==> src/rtl/fetch_pkg.sv <==
// Shared types for the instruction-fetch front end: FSM state, queue entry, address helpers.
package fetch_pkg;

  localparam logic [31:0] WORD_BYTES = 32'd4;

  typedef enum logic {
    FETCH = 1'b0,
    FAULT = 1'b1
  } fetch_state_e;

  typedef struct packed {
    logic [31:0] pc;
    logic [31:0] instr;
  } fetch_entry_t;

  // Word-aligned and inside the instruction memory.
  function automatic logic addr_ok(input logic [31:0] addr, input logic [31:0] words);
    return (addr[1:0] == 2'b00) && ({2'b00, addr[31:2]} < words);
  endfunction

endpackage

==> src/rtl/fetch_fifo.sv <==
// Small fetch queue of {pc, instr} entries; wrap-bit pointers, registered head, synchronous flush.
module fetch_fifo
  import fetch_pkg::*;
#(
  parameter int DEPTH = 2
) (
  input  logic         clk,
  input  logic         rst_n,
  input  logic         push,
  input  fetch_entry_t din,
  input  logic         pop,
  input  logic         flush,
  output fetch_entry_t dout,
  output logic         full,
  output logic         empty
);

  localparam int AW = $clog2(DEPTH);

  fetch_entry_t   mem [DEPTH];
  logic [AW:0]    wptr, rptr;
  logic           do_push, do_pop;

  assign empty   = (wptr == rptr);
  assign full    = (wptr[AW] != rptr[AW]) && (wptr[AW-1:0] == rptr[AW-1:0]);
  assign do_pop  = pop && !empty;
  // At full, a same-cycle pop frees the slot being overwritten.
  assign do_push = push && (!full || do_pop);
  assign dout    = mem[rptr[AW-1:0]];

  always_ff @(posedge clk or negedge rst_n) begin
    if (!rst_n) begin
      wptr <= '0;
      rptr <= '0;
      for (int i = 0; i < DEPTH; i++) mem[i] <= '0;
    end else if (flush) begin
      wptr <= '0;
      rptr <= '0;
    end else begin
      if (do_push) begin
        mem[wptr[AW-1:0]] <= din;
        wptr              <= wptr + 1'b1;
      end
      if (do_pop) rptr <= rptr + 1'b1;
    end
  end

endmodule

==> src/rtl/fetch_sequencer.sv <==
// Instruction-fetch controller: owns the pc, captures combinational imem data into a queue,
// hands {pc, instr} to decode, and handles redirects and bad-address faults.
module fetch_sequencer
  import fetch_pkg::*;
#(
  parameter logic [31:0] RESET_PC = 32'h0000_0000,
  parameter int          MEM_SIZE = 256,
  parameter int          QDEPTH   = 2
) (
  input  logic        clk,
  input  logic        rst_n,
  output logic [31:0] imem_addr,
  input  logic [31:0] imem_instr,
  input  logic        redirect_valid,
  input  logic [31:0] redirect_pc,
  output logic        out_valid,
  input  logic        out_ready,
  output logic [31:0] out_pc,
  output logic [31:0] out_instr,
  output logic        fault,
  output logic [31:0] fault_pc
);

  localparam logic [31:0] MEM_WORDS = 32'(MEM_SIZE);

  fetch_state_e state, state_nxt;
  logic [31:0]  pc, pc_nxt;
  logic         legal, push, pop, full, empty;
  fetch_entry_t head, wr_entry;

  assign legal     = addr_ok(pc, MEM_WORDS);
  assign imem_addr = pc;
  assign pop       = out_valid && out_ready;
  assign wr_entry  = '{pc: pc, instr: imem_instr};

  always_ff @(posedge clk or negedge rst_n) begin
    if (!rst_n) begin
      state <= FETCH;
      pc    <= RESET_PC;
    end else begin
      state <= state_nxt;
      pc    <= pc_nxt;
    end
  end

  // Redirect wins over push/fault; a same-cycle pop is still honoured before the flush.
  always_comb begin
    state_nxt = state;
    pc_nxt    = pc;
    push      = 1'b0;
    if (redirect_valid) begin
      state_nxt = FETCH;
      pc_nxt    = redirect_pc;
    end else if (state == FETCH) begin
      if (!legal) begin
        state_nxt = FAULT;
      end else if (!full || pop) begin
        push   = 1'b1;
        pc_nxt = pc + WORD_BYTES;
      end
    end
  end

  fetch_fifo #(.DEPTH(QDEPTH)) u_fifo (
    .clk   (clk),
    .rst_n (rst_n),
    .push  (push),
    .din   (wr_entry),
    .pop   (pop),
    .flush (redirect_valid),
    .dout  (head),
    .full  (full),
    .empty (empty)
  );

  assign out_valid = !empty;
  assign out_pc    = head.pc;
  assign out_instr = head.instr;
  assign fault     = (state == FAULT);
  assign fault_pc  = fault ? pc : 32'h0;

endmodule
==> config.mk <==
export PLATFORM = sky130hd
export DESIGN_NAME = fetch_sequencer
export DESIGN_NICKNAME = d
export VERILOG_FILES = /design/src/rtl/fetch_pkg.sv /design/src/rtl/fetch_fifo.sv /design/src/rtl/fetch_sequencer.sv
export SDC_FILE = /design/constraint.sdc
export NUM_CORES = 1
export LEC_CHECK = 0
export ABC_AREA = 1
export BUFFER_PORTS_ARGS = -buffer_cell sky130_fd_sc_hd__buf_2
export CELL_PAD_IN_SITES_DETAIL_PLACEMENT = 0
export CELL_PAD_IN_SITES_GLOBAL_PLACEMENT = 1
export CORE_AREA = 2 2 148 150
export DETAILED_ROUTE_END_ITERATION = 10
export DIE_AREA = 0 0 150 152
export GPL_TIMING_DRIVEN = 0
export PLACE_DENSITY = 0.79
export SLEW_MARGIN = 25
export SYNTH_ARGS = -nofsm -noshare
export SYNTH_HDL_FRONTEND = slang
export SYNTH_SLANG_ARGS = --single-unit
export TNS_END_PERCENT = 50
==> constraint.sdc <==
create_clock -name clk -period 2.2 [get_ports clk]
set_input_delay 0.22 -clock clk [delete_from_list [all_inputs] [get_ports clk]]
set_output_delay 0.22 -clock clk [all_outputs]
set_load 0.01 [all_outputs]
==> results.md, run 1 <==
* Peak VDD IR at between 0.0004 and 0.0005 V
* Post-synth top area share at 0.522
* Overall routing resource usage at 0.207
* Mean Syn Cell Area at between 7 and 8 um2
* Required @ worst endpoint at around 2.0 ns
* I/O pins at ~200
* Num Clock Sinks at approximately 170
* Synth Area in Compound Gates at 0.00949
* Core region area at between 20000 and 25000 um2
* RSZ-0062 raised after global routing: no
* Vias at 7211
* Hold_sp: redirect_pc[1]
* CTS clk-pin slew, worst paths at 0.07 ns
* Vias/cell at around 4.6
* Count of final setup violators at 0
* Tmin final at slightly above 2 ns
* First-pass GRT wire length at 37000 um
* Largest net degree at the start of global routing at 86
* Syn_nets at 1103
* Placer congestion estimate at 0.782
* Largest family of logic cells by synthesized area: simple AND/OR/NAND/NOR gates
* Crit Path Category: flop to primary output
* Critical R2R Capture: u_fifo.mem[41]$_DFFE_PN0P_
* Antenna violations before repair at 4
* Syn-to-layout area delta at 27.7%
* Final Cycle Share at 0.923
* Min-delay worst type: input pin to flop
* Initial Utilization at 0.370
* #FFs+latches synth at 165
* Vias in the first global route at 7060
* Cells on worst reg2reg path at 9
* # Post-CTS Setup Buffers at 0
* WHS Endpoint: imem_addr[1]$_DFFE_PN0P_
* Status: finished clean
* Drt total wl at about 23000 um
* Hold path depth at 3
* Drc violations at 0
* Root buf cell: clkbuf_16
* Worst setup EP type: primary output
* PwrDens at ~680 nW/um2
* Worst-margin pin slew at ~0.67 ns
* Sequential fraction of the synthesis area at 0.522
* Clock latency on the worst-skew pair at around 0.42 ns
* Die X at 150 um
* Placed wire-length estimate at 16300 um
* Synth Cell Area at 7910 um2
* Num CTS Buffers at 17
* Tot Pwr at 6830 uW
* Worst Clk Skew at about 0.012 ns
* Mapped Cells at a little over 1000
* Max clock buf depth at 2
* Area leader, netlist: dfrtp_1
* Synth cell types at 24
* Row cnt at 54
* Relative slew slack at 0.553
* Synthesis Warnings at 0
* Simple-gate share of the synthesized area at 0.358
* Highest Clock Rate at ~0.49 GHz
* Startpoint types: flop
* Core Util, Final at 0.473
* Register-to-register setup slack at 0.46 ns
* Synth Area in Adders at 0.00158
* H-tree levels at 4
* CTS tree: done
* Die Ht at approximately 150 um
* Drt wl/cell at roughly 15 um
* Initial DRC Count at between 300 and 400
* Die Footprint at 22800 um2
* Pins Over Slew Limit at 0
* Detail Route Antenna Nets at 0
* R2R Path Start: u_fifo.wptr[0]$_DFFE_PN0P_
* Max-cap check violation count at 0
* Total gr overflow at 0
* Setup TNS at 0 ns
* Port bufs at roughly 200
* Crit path DAT at 1.81 ns
* Synth Area in XOR/XNOR at 0.00886
* Leak Pwr at approximately 0.0063 uW
* CP Max Fanout at 10
* Layout cell share with drive strength beyond 1 at 0.242
* Multiplexer share of the synthesized area at 0
* Top cells by area, synth: dfrtp_1 52%, nand2_1 25%, nand4_1 6.4%
* Net count, final at roughly 1300
* DR pass1 iterations at 5
* Final hold vios at 0
==> power breakdown <==
part,switching [uW],internal (uW)
clock,1210,1850
combinational,368,229
sequential,77.3,3090
total,1650,5180
==> synth_stat cells <==
cell type	n
a21o_1	2
a21oi_1	5
and2_1	1
buf_1	5
buf_2	17
buf_4	17
buf_6	7
clkbuf_1	27
dfrtp_1	165
ha_1	1
inv_1	79
inv_2	21
nand2_1	520
nand3_1	37
nand3_2	3
nand3_4	1
nand4_1	81
nor2_1	26
nor2_2	1
nor2_4	2
nor3_2	1
o21ai_0	7
xnor2_1	2
xor2_1	6
==> cell families (layout without fill, tap and decap cells) <==
kind of cell,Yosys count,in the layout
simple gates,673,673
xor+xnor,8,8
fa+ha+maj,1,1
other cells,0,3
buf+inv,173,421
flops,165,165
compound gates,14,14
==> metal layers <==
layer,wire length [um],part of all wire,GRT usage,vias up
met3,1270,0.055,0.0517,28
met4,436,0.019,0.0602,2
met5,13,0.00057,0,-
met2,10900,0.48,0.344,195
li1,-,-,-,3662
met1,10300,0.45,0.267,3324
==> critical path: stages, from the launching register on <==
cell	delay [ns]
dfrtp_1	0.35
buf_2	0.16
inv_2	0.22
clkbuf_2	0.31
nand2_1	0.08
nand2_1	0.12
buf_2	0.15
==> worst max path at each step <==
| stage | slack (ns) | endpoint | startpoint |
|---|---|---|---|
| after floorplan | 0.63 | u_fifo.mem[72]$_DFFE_PN0P_ | fault$_DFF_PN0_ |
| after global placement | -1.78 | u_fifo.mem[70]$_DFFE_PN0P_ | rst_n |
| after detailed placement | 0.09 | out_instr[28] | u_fifo.rptr[0]$_DFFE_PN0P_ |
| after CTS | 0.003 | out_instr[20] | u_fifo.rptr[0]$_DFFE_PN0P_ |
| after global routing | 0.02 | out_instr[28] | u_fifo.rptr[0]$_DFFE_PN0P_ |
| final | 0.17 | out_instr[28] | u_fifo.rptr[0]$_DFFE_PN0P_ |
==> cell type report <==
type,count,area [um2]
well taps,280,350
clock inverters,11,150
repair buffers,216,1200
clock buffers,21,460
diodes,3,7.51
multi-input cells,696,2990
flip-flops and latches,165,4130
inverters,100,375
fillers,2239,11300
plain buffers,73,432
==> flip-flops by register name, indices dropped and copies added, names as in the netlist <==
signal	cells
u_fifo.mem	128
imem_addr	32
u_fifo.rptr	2
u_fifo.wptr	2
fault	1
==> cell usage in the layout, fill, tap and decap left out, types with 3 or more instances in the layout <==
cell type and instances:
clkinv_4 3, diode_2 3, o21ai_0 7, clkbuf_2 7, nand3_2 3, dlygate4sd3_1 18
clkbuf_16 17, nand3_1 37, buf_6 7, a21oi_1 5, inv_2 21, nor2_1 26
nand4_1 81, xor2_1 6, dfrtp_1 165, buf_4 17, bufinv_16 3, clkbuf_1 20
buf_2 216, inv_1 79, nand2_1 520
==> per-stage QoR <==
step | hold slack, ns | cells | instance area [um2] | setup WS [ns]
after floorplan | -0.0756 | 1034 | 7910 | 0.629
after detailed placement | 0.259 | 1512 | 9280 | 0.0919
after global placement | 0.422 | 1511 | 9240 | -1.78
after CTS | 0.0204 | 1562 | 10100 | 0.00261
after global routing | 0.0375 | 1564 | 10100 | 0.0246
final | 0.0340 | 1565 | 10100 | 0.169
==> timing repair <==
| action | 4_1_cts | 5_1_grt |
|---|---|---|
| endpoints found under the setup margin | 54 | 39 |
| gates resized for setup | 9 | 10 |
| hold buffers | 18 | 0 |
| endpoints found under the hold margin | 97 | 0 |
Power figures use the tool's default switching activity.
==> inputs of run 2 (changes only) <==
CORE_AREA = 2 2 154 156   (was 2 2 148 150)
DIE_AREA = 0 0 156 158   (was 0 0 150 152)
PLACE_DENSITY = 0.77   (was 0.79)
clock period = 1.8 ns   (was 2.2 ns; I/O delays follow)
==> results.md, run 2 (synthesized netlist as in run 1, its figures left out) <==
* Vias in the first global route at 7186 (was 7060)
* Antenna violations before repair at 3 (was 4)
* Pins Over Slew Limit at 0 (unchanged)
* Crit path DAT at 2.11 ns (was 1.81 ns)
* Placed wire-length estimate at 16700 um (was 16300 um)
* Required @ worst endpoint at 2.12 ns (was 1.98 ns)
* Placer congestion estimate at 0.819 (was 0.782)
* Root buf cell: clkbuf_16 (unchanged)
* Drt wl/cell at 15.2 um (was 14.6 um)
* Max clock buf depth at 2 (unchanged)
* CP Max Fanout at 5 (was 10)
* DR pass1 iterations at 5 (unchanged)
* PwrDens at 777 nW/um2 (was 676 nW/um2)
* Peak VDD IR at 0.000450 V (was 0.000443 V)
* Detail Route Antenna Nets at 0 (unchanged)
* Num CTS Buffers at 17 (unchanged)
* Initial Utilization at 0.343 (was 0.370)
* Min-delay worst type: input pin to flop (unchanged)
* Max-cap check violation count at 0 (unchanged)
* First-pass GRT wire length at 37800 um (was 37000 um)
* Most frequent cells in the layout: 502 x nand2_1, 209 x buf_2, 158 x dfrtp_1 (was 520 x nand2_1, 216 x buf_2, 165 x dfrtp_1)
* R2R Path Start: imem_addr[1]$_DFFE_PN0P_ (was u_fifo.wptr[0]$_DFFE_PN0P_)
* Total gr overflow at 0 (unchanged)
* Overall routing resource usage at 0.198 (was 0.207)
* Reg with most FFs: u_fifo.mem (unchanged)
* Launch point of the worst path: imem_addr[1]$_DFFE_PN0P_ (was u_fifo.rptr[0]$_DFFE_PN0P_)
* Syn-to-layout area delta at 35.1% (was 27.7%)
* Worst-margin pin slew at 0.605 ns (was 0.671 ns)
* Most common cell after layout, fill and taps aside: nand2_1 (unchanged)
* Clock latency on the worst-skew pair at 0.42 ns (about the same)
* Initial DRC Count at 411 (was 352)
* Hold_sp: imem_instr[15] (was redirect_pc[1])
* H-tree levels at 4 (unchanged)
* Drt total wl at 24400 um (was 22900 um)
* Crit Path Category: flop to flop (was flop to primary output)
* Final Cycle Share at 0.992
* Status: finished clean (unchanged)
* Net count, final at 1373 (was 1338)
* Relative slew slack at 0.597 (was 0.553)
* Max reg flops at 128 (unchanged)
* Final antenna diode count at 0 (was 3)
* Die X at 156 um (was 150 um)
* CTS clk-pin slew, worst paths at 0.07 ns (about the same)
* Worst setup EP type: flop (was primary output)
* Final hold vios at 0 (unchanged)
* Die Ht at 158 um (was 152 um)
* Core region area at 23100 um2 (was 21400 um2)
* Leak Pwr at 0.00659 uW (was 0.00635 uW)
* Count of final setup violators at 0 (unchanged)
* Crit-path leading delay family: simple AND/OR/NAND/NOR gates (was buffers and inverters)
* Vias at 7451 (was 7211)
* Die Footprint at 24600 um2 (was 22800 um2)
* I/O pins at 198 (unchanged)
* Row cnt at 56 (was 54)
* Min Hold Slack at 0.0205 ns (was 0.0340 ns)
* Slowest cell delay on critical path at 0.38 ns (was 0.35 ns)
* Port bufs at 197 (unchanged)
* Tot Pwr at 8300 uW (was 6830 uW)
* Vias/cell at 4.64 (was 4.61)
* RSZ-0062 raised after global routing: yes (was no)
* Critical-path cell list: inv_1 -> nand2_1 -> nor2_1 -> nand3_2 -> nor2_4 -> nand3_2 -> buf_8 -> buf_12 -> clkbuf_16 -> nand2_2 -> inv_1 (was buf_2 -> inv_2 -> clkbuf_2 -> nand2_1 -> nand2_1 -> buf_2)
* Crit path buffers/inverters at 5 (was 4)
* Crit-path slowest cell: dfrtp_1 (unchanged)
* Layout cell share with drive strength beyond 1 at 0.291 (was 0.242)
* Largest net degree at the start of global routing at 89 (was 86)
* Drc violations at 0 (unchanged)
* Tmin final at 1.78 ns
* Worst Clk Skew at 0.00843 ns (was 0.0119 ns)
* Startpoint types: flop (unchanged)
* CTS tree: done (unchanged)
* Highest Clock Rate at roughly 0.56 GHz
* Num Clock Sinks at 165 (unchanged)
## run 2: worst paths after layout
path,endpoint,slack (ns),cells after the start
hold / removal,u_fifo.mem[79]$_DFFE_PN0P_,0.02,3
hold reg to reg,u_fifo.mem[63]$_DFFE_PN0P_,0.47,2
setup / recovery,u_fifo.mem[97]$_DFFE_PN0P_,0.02,11
min in group asynchronous,u_fifo.mem[111]$_DFFE_PN0P_,0.31,2
max in group asynchronous,imem_addr[25]$_DFFE_PN0P_,0.57,3
setup reg to reg,u_fifo.mem[97]$_DFFE_PN0P_,0.02,11
## run 2: worst register-to-register path: stages, from the launching register on
cell	delay (ns)
dfrtp_1	0.38
inv_1	0.07
nand2_1	0.08
nor2_1	0.18
nand3_2	0.11
nor2_4	0.19
nand3_2	0.13
buf_8	0.16
buf_12	0.14
clkbuf_16	0.16
nand2_2	0.05
inv_1	0.03
## run 2: cell type report
class	instances	area [um2]
repair buffers	250	1520
clock inverters	15	150
multi-input cells	697	3110
flip-flops and latches	165	4140
plain buffers	73	603
fillers	2328	12400
clock buffers	17	425
well taps	290	363
inverters	100	380
## run 2: repair_timing
action | 4_1_cts | 5_1_grt
buffers inserted | 0 | 27
cloned | 0 | 4
resized for setup | 34 | 86
hold endpoints to repair | 98 | 0
pin swaps | 0 | 5
endpoints found under the setup margin | 76 | 216
hold buffers | 22 | 0
## run 2: power breakdown
part | total, uW | switching [uW] | internal (uW)
registers | 3860 | 80.2 | 3780
logic | 841 | 496 | 345
clock network | 3600 | 1740 | 1860
total | 8300 | 2320 | 5980
## run 2: through the flow
step           TNS, ns  cell area, um2  utilization  cells  setup WS (ns)
2_1_floorplan        0            7910            -   1034          0.229
3_3_place_gp   -360.60            9260        0.402   1521          -2.14
3_5_place_dp    -10.72            9290        0.403   1522         -0.276
4_1_cts         -0.467           10200        0.442   1576        -0.0536
5_1_grt          -6.46           10700        0.464   1607         -0.120
6_report             0           10700        0.464   1607         0.0153
## run 2: per-layer routing
metal,vias to the layer above,GRT usage,share of wire
met5,-,0,0.00086
met4,4,0.0489,0.014
met3,26,0.0485,0.062
met2,218,0.337,0.49
met1,3462,0.255,0.44
li1,3741,-,-
==> inputs of run 3 (changes only) <==
clock period = 1.6 ns   (was 1.8 ns; I/O delays follow)
==> results.md, run 3 (synthesized netlist as in run 1, its figures left out) <==
* Num Clock Sinks at 165 (unchanged)
* Launch point of the worst path: imem_addr[29]$_DFFE_PN0P_ (was imem_addr[1]$_DFFE_PN0P_)
* CP Max Fanout at 5 (unchanged)
* Final Cycle Share at 1.11 (was 0.992)
* Drt wl/cell at 15.2 um (about the same)
* Total gr overflow at 0 (unchanged)
* Vias at 7671 (was 7451)
* Initial Utilization at 0.343 (unchanged)
* Register-to-register setup slack at -0.18 ns (was 0.02 ns)
* Max-cap check violation count at 0 (unchanged)
* DR pass1 iterations at 5 (unchanged)
* Count of final setup violators at 205 (was 0)
* Setup ws final at -0.179 ns (was 0.0153 ns)
* Dpl cell area at 9290 um2 (unchanged)
* Die Footprint at 24600 um2 (unchanged)
* Net count, final at 1410 (was 1373)
* Detail Route Antenna Nets at 0 (unchanged)
* Worst Clk Skew at 0.0117 ns (was 0.00843 ns)
* Die X at 156 um (unchanged)
* Die Ht at 158 um (unchanged)
* Syn-to-layout area delta at 48.2% (was 35.1%)
* Worst-margin pin slew at 0.602 ns (was 0.605 ns)
* Critical R2R Capture: u_fifo.mem[1]$_DFFE_PN0P_ (was u_fifo.mem[97]$_DFFE_PN0P_)
* Num CTS Buffers at 17 (unchanged)
* Drc violations at 0 (unchanged)
* PwrDens at 803 nW/um2 (was 777 nW/um2)
* Startpoint types: flop (unchanged)
* Sw Ratio at 0.279 (about the same)
* Leak Pwr at 0.00713 uW (was 0.00659 uW)
* Crit Path Category: flop to flop (unchanged)
* Placed Cells at 1522 (unchanged)
* Overall routing resource usage at 0.206 (was 0.198)
* Critical-path cell list: nor3_4 -> nand3_2 -> nor2_4 -> nand3_4 -> buf_12 -> clkbuf_16 -> nand2_4 -> nand2_1 (was inv_1 -> nand2_1 -> nor2_1 -> nand3_2 -> nor2_4 -> nand3_2 -> buf_8 -> buf_12 -> clkbuf_16 -> nand2_2 -> inv_1)
* Layout cell share with drive strength beyond 1 at 0.341 (was 0.291)
* Most frequent cells in the layout: 439 x nand2_1, 186 x buf_2, 160 x dfrtp_1 (was 502 x nand2_1, 209 x buf_2, 158 x dfrtp_1)
* Port bufs at 197 (unchanged)
* Critical path endpoint: u_fifo.mem[1]$_DFFE_PN0P_ (was u_fifo.mem[97]$_DFFE_PN0P_)
* Vias/cell at 4.67 (was 4.64)
* Antenna violations before repair at 1 (was 3)
* I/O pins at 198 (unchanged)
* CTS clk-pin slew, worst paths at 0.08 ns (was 0.07 ns)
* Failing checks: negative setup slack
* Required @ worst endpoint at 1.92 ns (was 2.12 ns)
* First-pass GRT wire length at 39400 um (was 37800 um)
* Final hold vios at 0 (unchanged)
* Max clock buf depth at 2 (unchanged)
* RSZ-0062 raised after global routing: yes (unchanged)
* Reg with most FFs: u_fifo.mem (unchanged)
* Initial DRC Count at 392 (was 411)
* Drt total wl at 25100 um (was 24400 um)
* Max reg flops at 128 (unchanged)
* Comb power frac at 0.109 (was 0.101)
* Placer congestion estimate at 0.819 (unchanged)
* Peak VDD IR at 0.000563 V (was 0.000450 V)
* Row cnt at 56 (unchanged)
* Pins Over Slew Limit at 0 (unchanged)
* Most common cell after layout, fill and taps aside: nand2_1 (unchanged)
* Tmin final at 1.78 ns (about the same)
* Highest Clock Rate at 0.562 GHz (was 0.560 GHz)
* Post-route cell area at 11700 um2 (was 10700 um2)
* Final antenna diode count at 0 (unchanged)
* Relative slew slack at 0.599 (was 0.597)
* Clock latency on the worst-skew pair at 0.42 ns (about the same)
* Placed wire-length estimate at 16700 um (unchanged)
* Root buf cell: clkbuf_16 (unchanged)
* Cell-internal power at 6790 uW (was 5980 uW)
* Core region area at 23100 um2 (unchanged)
* Crit path DAT at 2.09 ns (was 2.11 ns)
* Net switching power at 2620 uW (was 2320 uW)
* Min-delay worst type: input pin to flop (unchanged)
* Slowest cell delay on critical path at 0.47 ns (was 0.38 ns)
* Vias in the first global route at 7548 (was 7186)
* Cells on worst reg2reg path at 8 (was 11)
* Clock share of power at 0.431 (was 0.434)
* Crit-path slowest cell: dfrtp_1 (unchanged)
* Largest net degree at the start of global routing at 89 (unchanged)
* R2R Path Start: imem_addr[29]$_DFFE_PN0P_ (was imem_addr[1]$_DFFE_PN0P_)
* Status: finished, violations left (was finished clean)
* Worst setup EP type: flop (unchanged)
* Sequential power share at 0.460 (was 0.465)
* CTS tree: done (unchanged)
* Post-route insts no fill at 1644 (was 1607)
* H-tree levels at 4 (unchanged)
## run 3: cell type report
class,instances,area (um2)
sequential,165,4140
multi-input combinational,696,3400
tap,290,363
timing repair buffer,289,2100
buffer,72,766
inverter,100,383
fill,2288,11300
clock inverter,15,150
clock buffer,17,425
## run 3: worst min path at each step
stage                     from                          end  slack (ns)  cells past startpoint
5_1_grt         imem_instr[17]   u_fifo.mem[17]$_DFFE_PN0P_        0.01                      3
4_1_cts          imem_instr[4]    u_fifo.mem[4]$_DFFE_PN0P_      0.0008                      3
3_5_place_dp             rst_n  u_fifo.mem[111]$_DFFE_PN0P_        0.18                      1
6_report        imem_instr[17]   u_fifo.mem[17]$_DFFE_PN0P_        0.01                      3
3_3_place_gp   redirect_pc[14]    imem_addr[14]$_DFFE_PN0P_        0.36                      3
2_1_floorplan            rst_n              fault$_DFF_PN0_       -0.14                      0
## run 3: worst max-delay path, delay by kind of cell (launching register included)
| family | cells | cell delay [ns] |
|---|---|---|
| simple gates | 6 | 0.84 |
| buf+inv | 2 | 0.35 |
| flops | 1 | 0.47 |
## run 3: layer usage
metal / track usage / up-vias / routed length (um)
met5: 0 / - / 0
met3: 0.0463 / 21 / 1290
met2: 0.356 / 200 / 12400
li1: - / 3808 / -
met1: 0.263 / 3642 / 11000
met4: 0.0516 / 0 / 364
## run 3: what timing repair did
action / in CTS / in global routing
setup endpoints to repair: 250 / 251
buffers inserted: 30 / 10
cloned: 6 / 3
hold endpoints to repair: 132 / 1
pin swaps: 29 / 8
hold buffers: 41 / 1
resized for setup: 180 / 102
## run 3: power groups by stage
stage	Combinational, uW	Sequential, uW	Clock [uW]
2_1_floorplan	334	4450	0
3_3_place_gp	788	4440	0
3_5_place_dp	803	4440	0
4_1_cts	1000	4330	4150
5_1_grt	1140	4340	4340
6_report	1030	4330	4060
## run 3: per-stage QoR
stage | util | worst slack [ns] | hold WS [ns] | setup TNS (ns) | power (uW)
global placement | 0.402 | -2.32 | 0.362 | -418.54 | 5230
floorplan | - | 0.0289 | -0.136 | 0 | 4780
global route | 0.509 | -0.250 | 0.00956 | -34.96 | 9820
finish | 0.509 | -0.179 | 0.0150 | -16.66 | 9420
detailed placement | 0.403 | -0.456 | 0.183 | -41.86 | 5240
CTS | 0.490 | -0.132 | 0.000787 | -19.07 | 9480
